==> config.mk <==
export PLATFORM = sky130hd
export DESIGN_NAME = stoch_matrix_mult_seq_flat
export DESIGN_NICKNAME = d
export VERILOG_FILES = /design/src/rtl/stoch_matrix_mult_if.sv /design/src/rtl/stoch_matrix_mult_seq.sv /design/src/flat_wrapper.sv
export SDC_FILE = /design/constraint.sdc
export NUM_CORES = 1
export LEC_CHECK = 0
export CAP_MARGIN = 20
export CORE_MARGIN = 1.5
export CORE_UTILIZATION = 48
export CTS_CLUSTER_SIZE = 40
export DETAILED_ROUTE_END_ITERATION = 7
export PLACE_DENSITY = 0.86
export SLEW_MARGIN = 20
export SYNTH_ARGS = -nofsm -noshare
export SYNTH_HDL_FRONTEND = slang
export SYNTH_SLANG_ARGS = --single-unit
==> constraint.sdc <==
create_clock -name CLK -period 3.6 [get_ports CLK]
set_clock_uncertainty 0.1 [all_clocks]
set_input_delay 0.72 -clock CLK [delete_from_list [all_inputs] [get_ports CLK]]
set_output_delay 0.72 -clock CLK [all_outputs]
set_load 0.1 [all_outputs]
==> src/rtl/stoch_matrix_mult_if.sv <==
// stoch_matrix_mult_seq_if: stream, flag and estimate signals of the stochastic matrix multiplier
interface stoch_matrix_mult_seq_if #(
  parameter int NUM_ROWS   = 2,
  parameter int NUM_MID    = 2,
  parameter int NUM_COLS   = 2,
  parameter int STREAM_LEN = 256
);
  localparam int CW = $clog2(STREAM_LEN + 1);
  logic                            EN;
  logic                            CLEAR;
  logic [NUM_ROWS*NUM_MID-1:0]     A;
  logic [NUM_MID*NUM_COLS-1:0]     B;
  logic [NUM_ROWS*NUM_COLS-1:0]    Y;
  logic                            SAT;
  logic [NUM_ROWS*NUM_COLS*CW-1:0] EST;
  logic                            EST_VALID;
  modport master (output EN, CLEAR, A, B, input Y, SAT, EST, EST_VALID);
  modport slave  (input EN, CLEAR, A, B, output Y, SAT, EST, EST_VALID);
endinterface

==> src/rtl/stoch_matrix_mult_seq.sv <==
// stoch_matrix_mult_seq: bitstream matrix product with remainder carry; window estimator built only
// when STOCH_MM_EST_EN is defined.
module stoch_matrix_mult_seq #(
  parameter int NUM_ROWS   = 2,
  parameter int NUM_MID    = 2,
  parameter int NUM_COLS   = 2,
  parameter int STREAM_LEN = 256
) (
  input logic CLK,
  input logic RST,
  stoch_matrix_mult_seq_if.slave io
);
  localparam int NE = NUM_ROWS * NUM_COLS;
  localparam int RW = $clog2(2 * NUM_MID + 1);
  localparam int CW = $clog2(STREAM_LEN + 1);
  localparam logic [RW:0] RMAX = (RW + 1)'(2 * NUM_MID);
  logic [RW-1:0] r_q [NE];
  logic [RW-1:0] r_d [NE];
  logic [RW:0]   tv  [NE];
  logic [RW:0]   dv  [NE];
  logic [NE-1:0] y_q, y_d, yv;
  logic          sat_q, sat_d;
  always_comb begin
    y_d   = '0;
    yv    = '0;
    sat_d = sat_q;
    r_d   = r_q;
    tv    = '{default: '0};
    dv    = '{default: '0};
    for (int k = 0; k < NE; k++) begin
      tv[k] = (RW + 1)'(r_q[k]);
      for (int m = 0; m < NUM_MID; m++)
        tv[k] = tv[k] + (RW + 1)'(io.A[(k / NUM_COLS) * NUM_MID + m] & io.B[m * NUM_COLS + k % NUM_COLS]);
      yv[k] = |tv[k];
      dv[k] = tv[k] - (RW + 1)'(yv[k]);
      if (io.EN) begin
        y_d[k] = yv[k];
        r_d[k] = dv[k] > RMAX ? RMAX[RW-1:0] : dv[k][RW-1:0];
        sat_d  = sat_d | (dv[k] > RMAX);
      end
    end
    if (io.CLEAR) begin
      y_d   = '0;
      sat_d = 1'b0;
      r_d   = '{default: '0};
    end
  end
  always_ff @(posedge CLK) begin
    if (RST) begin
      y_q   <= '0;
      sat_q <= 1'b0;
      r_q   <= '{default: '0};
    end else begin
      y_q   <= y_d;
      sat_q <= sat_d;
      r_q   <= r_d;
    end
  end
  assign io.Y   = y_q;
  assign io.SAT = sat_q;
`ifdef STOCH_MM_EST_EN
  logic [CW-1:0] win_q, win_d;
  logic [CW-1:0] cnt_q [NE];
  logic [CW-1:0] cnt_d [NE];
  logic [CW-1:0] est_q [NE];
  logic [CW-1:0] est_d [NE];
  logic          est_valid_q, est_valid_d;
  always_comb begin
    win_d       = win_q;
    cnt_d       = cnt_q;
    est_d       = est_q;
    est_valid_d = 1'b0;
    if (io.CLEAR) begin
      win_d = '0;
      cnt_d = '{default: '0};
    end else if (io.EN) begin
      win_d = win_q == CW'(STREAM_LEN - 1) ? '0 : win_q + 1'b1;
      for (int k = 0; k < NE; k++) begin
        cnt_d[k] = win_q == CW'(STREAM_LEN - 1) ? '0 : cnt_q[k] + CW'(yv[k]);
        est_d[k] = win_q == CW'(STREAM_LEN - 1) ? cnt_q[k] + CW'(yv[k]) : est_q[k];
      end
      est_valid_d = win_q == CW'(STREAM_LEN - 1);
    end
  end
  always_ff @(posedge CLK) begin
    if (RST) begin
      win_q       <= '0;
      cnt_q       <= '{default: '0};
      est_q       <= '{default: '0};
      est_valid_q <= 1'b0;
    end else begin
      win_q       <= win_d;
      cnt_q       <= cnt_d;
      est_q       <= est_d;
      est_valid_q <= est_valid_d;
    end
  end
  for (genvar g = 0; g < NE; g++) assign io.EST[g*CW +: CW] = est_q[g];
  assign io.EST_VALID = est_valid_q;
`else
  assign io.EST       = {NE * CW{1'b0}};
  assign io.EST_VALID = 1'b0;
`endif
endmodule

==> src/flat_wrapper.sv <==
// flat-port wrapper written by rule: the top's interface ports become plain ports
module stoch_matrix_mult_seq_flat 
#(
  parameter int NUM_ROWS   = 2,
  parameter int NUM_MID    = 2,
  parameter int NUM_COLS   = 2,
  parameter int STREAM_LEN = 256
)
  (CLK, RST, io_EN, io_CLEAR, io_A, io_B, io_Y, io_SAT, io_EST, io_EST_VALID);
  stoch_matrix_mult_seq_if #(.NUM_ROWS(NUM_ROWS), .NUM_MID(NUM_MID), .NUM_COLS(NUM_COLS), .STREAM_LEN(STREAM_LEN)) io_i ();
  input logic CLK;
  input logic RST;
  input wire logic [$bits(io_i.EN)-1:0] io_EN;
  input wire logic [$bits(io_i.CLEAR)-1:0] io_CLEAR;
  input wire logic [$bits(io_i.A)-1:0] io_A;
  input wire logic [$bits(io_i.B)-1:0] io_B;
  output wire logic [$bits(io_i.Y)-1:0] io_Y;
  output wire logic [$bits(io_i.SAT)-1:0] io_SAT;
  output wire logic [$bits(io_i.EST)-1:0] io_EST;
  output wire logic [$bits(io_i.EST_VALID)-1:0] io_EST_VALID;
  assign io_i.EN = io_EN;
  assign io_i.CLEAR = io_CLEAR;
  assign io_i.A = io_A;
  assign io_i.B = io_B;
  assign io_Y = io_i.Y;
  assign io_SAT = io_i.SAT;
  assign io_EST = io_i.EST;
  assign io_EST_VALID = io_i.EST_VALID;
  stoch_matrix_mult_seq #(.NUM_ROWS(NUM_ROWS), .NUM_MID(NUM_MID), .NUM_COLS(NUM_COLS), .STREAM_LEN(STREAM_LEN)) u_core (.CLK(CLK), .RST(RST), .io(io_i));
endmodule
==> results.md <==
- Gr ovfl total: 0
- Mapped Cells: 212
- Max-slew violation count: 0
- Core area: 3630 sq um
- Cell breakdown of the critical path: clkdlybuf4s50_1, and2_1, fa_2, ha_2, nor2_1, nand2_1, ha_2, ha_4, xnor2_2, xnor2_1, a221oi_2, buf_4, nand3b_1, a21oi_2
- RePlAce Congestion: 0.816
- CTS Buffer Depth: 2
- Hold buffers post-CTS: 0
- Worst path buffer plus inverter count: 2
- Synth top area cells: dfxtp_1 19%, buf_4 16%, ha_1 8.4%
- Fin crit share: 97.6%
- Logic pwr share: 65.1%
- WHS Endpoint: u_core.r_q[0]
- CTS Buf Count: 3
- Placed inst area: 2070 sq um
- Largest net degree at the start of global routing: 27
- Post-CTS Setup Repair Bufs: 0
- Critical Path Fanout Max: 3
- EDFF count, synth: 0
- Crit path max-delay family: adder cells
- Post-detail-place hpwl: 2830 microns
- Area growth, synth to finish: 23.5%
- Max Cap Viol: 0
- Drt first pass iters: 4
- CTS root buf: clkbuf_8
- Cell internal pwr: 561 uW
- Detailed Route WL: 3880 microns
- CP Launch Type: primary input
- Die Y: 64.2 microns
- Clk pwr share: 13.9%
- Worst vdd ir: 0.224 mV
- Req. time, crit path: 3.69 ns
- P_leak: 0.000952 uW
- Final Util: 61.1%
- PortBufs: 16
- Share of layout cells above drive strength 1: 27.5%
- Worst r2r src: u_core.r_q[3]
- Wire per inst: 12.8 microns
- R2r setup slk: 0.68 ns
- Cell variety after synth: 45
- Initial drt markers: 88
- Die footprint: 4120 sq um
- Most frequent cells in the layout: 37 x conb_1, 35 x buf_4, 17 x dfxtp_1
- Clk slew on worst S/H paths: 0.07 ns
- HP Class: flop to flop
- Slew @ Worst Pin: 0.982 ns
- Peak Freq: 285 MHz
- CP max stage cell: clkdlybuf4s50_1
- Min cycle time layout: 3.51 ns
- Post-synth top area share: 18.9%
- YS warnings: 0
- Fin. Hold Viols: 0
- WP data arrival: 3.61 ns
- Predominant post-synthesis flop cell: dfxtp_1
- Ports: 54
- Vias in the first global route: 1378
- Pwr/cell area: 478 nW/um^2
- Antenna cells: 0
- Total power: 1060 uW
- Critical path's most frequent cell: ha_2
- Worst-Skew Late Latency: 0.26 ns
- Critical path's largest stage delay: 0.41 ns
- Via count: 1503
- HP Start: u_core.r_q[0]
- H-tree levels: 1
- Element type at the critical path end: flop
- Hold depth: 2
- Crit Path Class: primary input to flop
- Post-Syn Area: 1800 sq um
- Setup TNS: 0 ns
- Initial core utilization: 49.5%
- NetSw: 501 uW
- DP Worst Slack: -0.311 ns
- Reg-to-Reg End: u_core.io.SAT
- Sequential fraction of the synthesis area: 18.9%
- Final nets: 284
- # setup viols final: 0
- CTS tree: done
- Worst R2R Path Depth: 15
- # rows: 22
- Final Cell Area: 2220 sq um
- Vias/cell: 4.96
- Most common cell after layout, fill and taps aside: conb_1
- # clock sinks: 17
- Final Worst Setup Slack: 0.0859 ns
- Reg power frac: 21.0%
- DRC: 0
- Mapped Avg Cell Area: 8.48 sq um
- Routed Antenna Nets: 0
- Slew HR: 34.4%
- First-pass GRT wire length: 5990 microns
- Status: completed
- Width of the chip: 64.2 microns
- Yosys reg bits: 17
- Switch share: 47.2%
- Antenna violations before repair: 0
- Synth area leader: dfxtp_1
- Total track usage: 18.4%
- Async SR Flop Fraction: 0%
-- through the flow --
stage	instances	hold WS (ns)
2_1_floorplan	248	0.346
3_3_place_gp	299	0.356
3_5_place_dp	299	0.365
4_1_cts	303	0.375
5_1_grt	303	0.411
6_report	303	0.377
-- power by group through the flow --
| stage | clock network [uW] | registers (uW) | logic (uW) |
|---|---|---|---|
| floorplan | 0 | 244 | 483 |
| global placement | 0 | 224 | 624 |
| global route | 157 | 225 | 743 |
| detailed placement | 0 | 224 | 640 |
| CTS | 147 | 221 | 651 |
| finish | 148 | 223 | 692 |
-- registers in the layout (all words and copies together), names as in the netlist --
| register | cells |
|---|---|
| u_core.r_q | 12 |
| u_core.io.Y | 4 |
| u_core.io.SAT | 1 |
-- synthesized netlist by cell type (all sizes together) (5+ instances only) --
cell type,instances
buf,44
a21oi,18
dfxtp,17
nand2,13
ha,12
nand3b,12
inv,10
nand2b,10
nand3,8
and2,5
nor2,5
xnor2,5
-- timing repair --
item / in CTS / in global routing
gates resized for setup: 6 / 26
pin swaps: 1 / 9
endpoints found under the setup margin: 3 / 9
-- worst min-delay path: stages (launching register included) --
cell and delay (ns):
dfxtp_1 0.32, nand2b_1 0.07, a21oi_1 0.05
-- routing by layer --
layer	track usage, %	share of wire [%]	wire length, microns
met1	21.6	41	1580
met2	33.6	54	2090
met3	1.58	4.1	158
met4	8.24	1.3	49
met5	0	0	0
-- worst max-delay path by stage --
stage | from | to | slack (ns) | depth (start not counted)
6_report | io_A[1] | u_core.r_q[9] | 0.09 | 14
2_1_floorplan | io_A[1] | u_core.io.SAT | 0.22 | 14
5_1_grt | io_A[1] | u_core.r_q[10] | -0.08 | 14
3_3_place_gp | io_A[1] | u_core.r_q[9] | -0.15 | 14
3_5_place_dp | io_A[3] | u_core.io.SAT | -0.31 | 16
4_1_cts | io_B[3] | u_core.io.SAT | 0.01 | 13
-- final cells by class --
| class | instances | area, sq um |
|---|---|---|
| Clock buffer | 4 | 45.0 |
| Fill cell | 323 | 1410 |
| Inverter | 10 | 37.5 |
| Multi-Input combinational cell | 173 | 1310 |
| Sequential cell | 17 | 340 |
| Tap cell | 48 | 60.1 |
| Timing Repair Buffer | 51 | 433 |
-- cell families after synthesis --
| group | after synthesis | synth area share, % |
|---|---|---|
| xor+xnor | 10 | 6.82 |
| mux | 2 | 1.11 |
| buf+inv | 58 | 21.4 |
| compound gates | 38 | 14.1 |
| simple gates | 70 | 24.6 |
| fa+ha+maj | 16 | 12.8 |
| flops | 17 | 18.9 |
| other cells | 1 | 0.209 |
No activity file was read; power rests on OpenSTA's default activity.
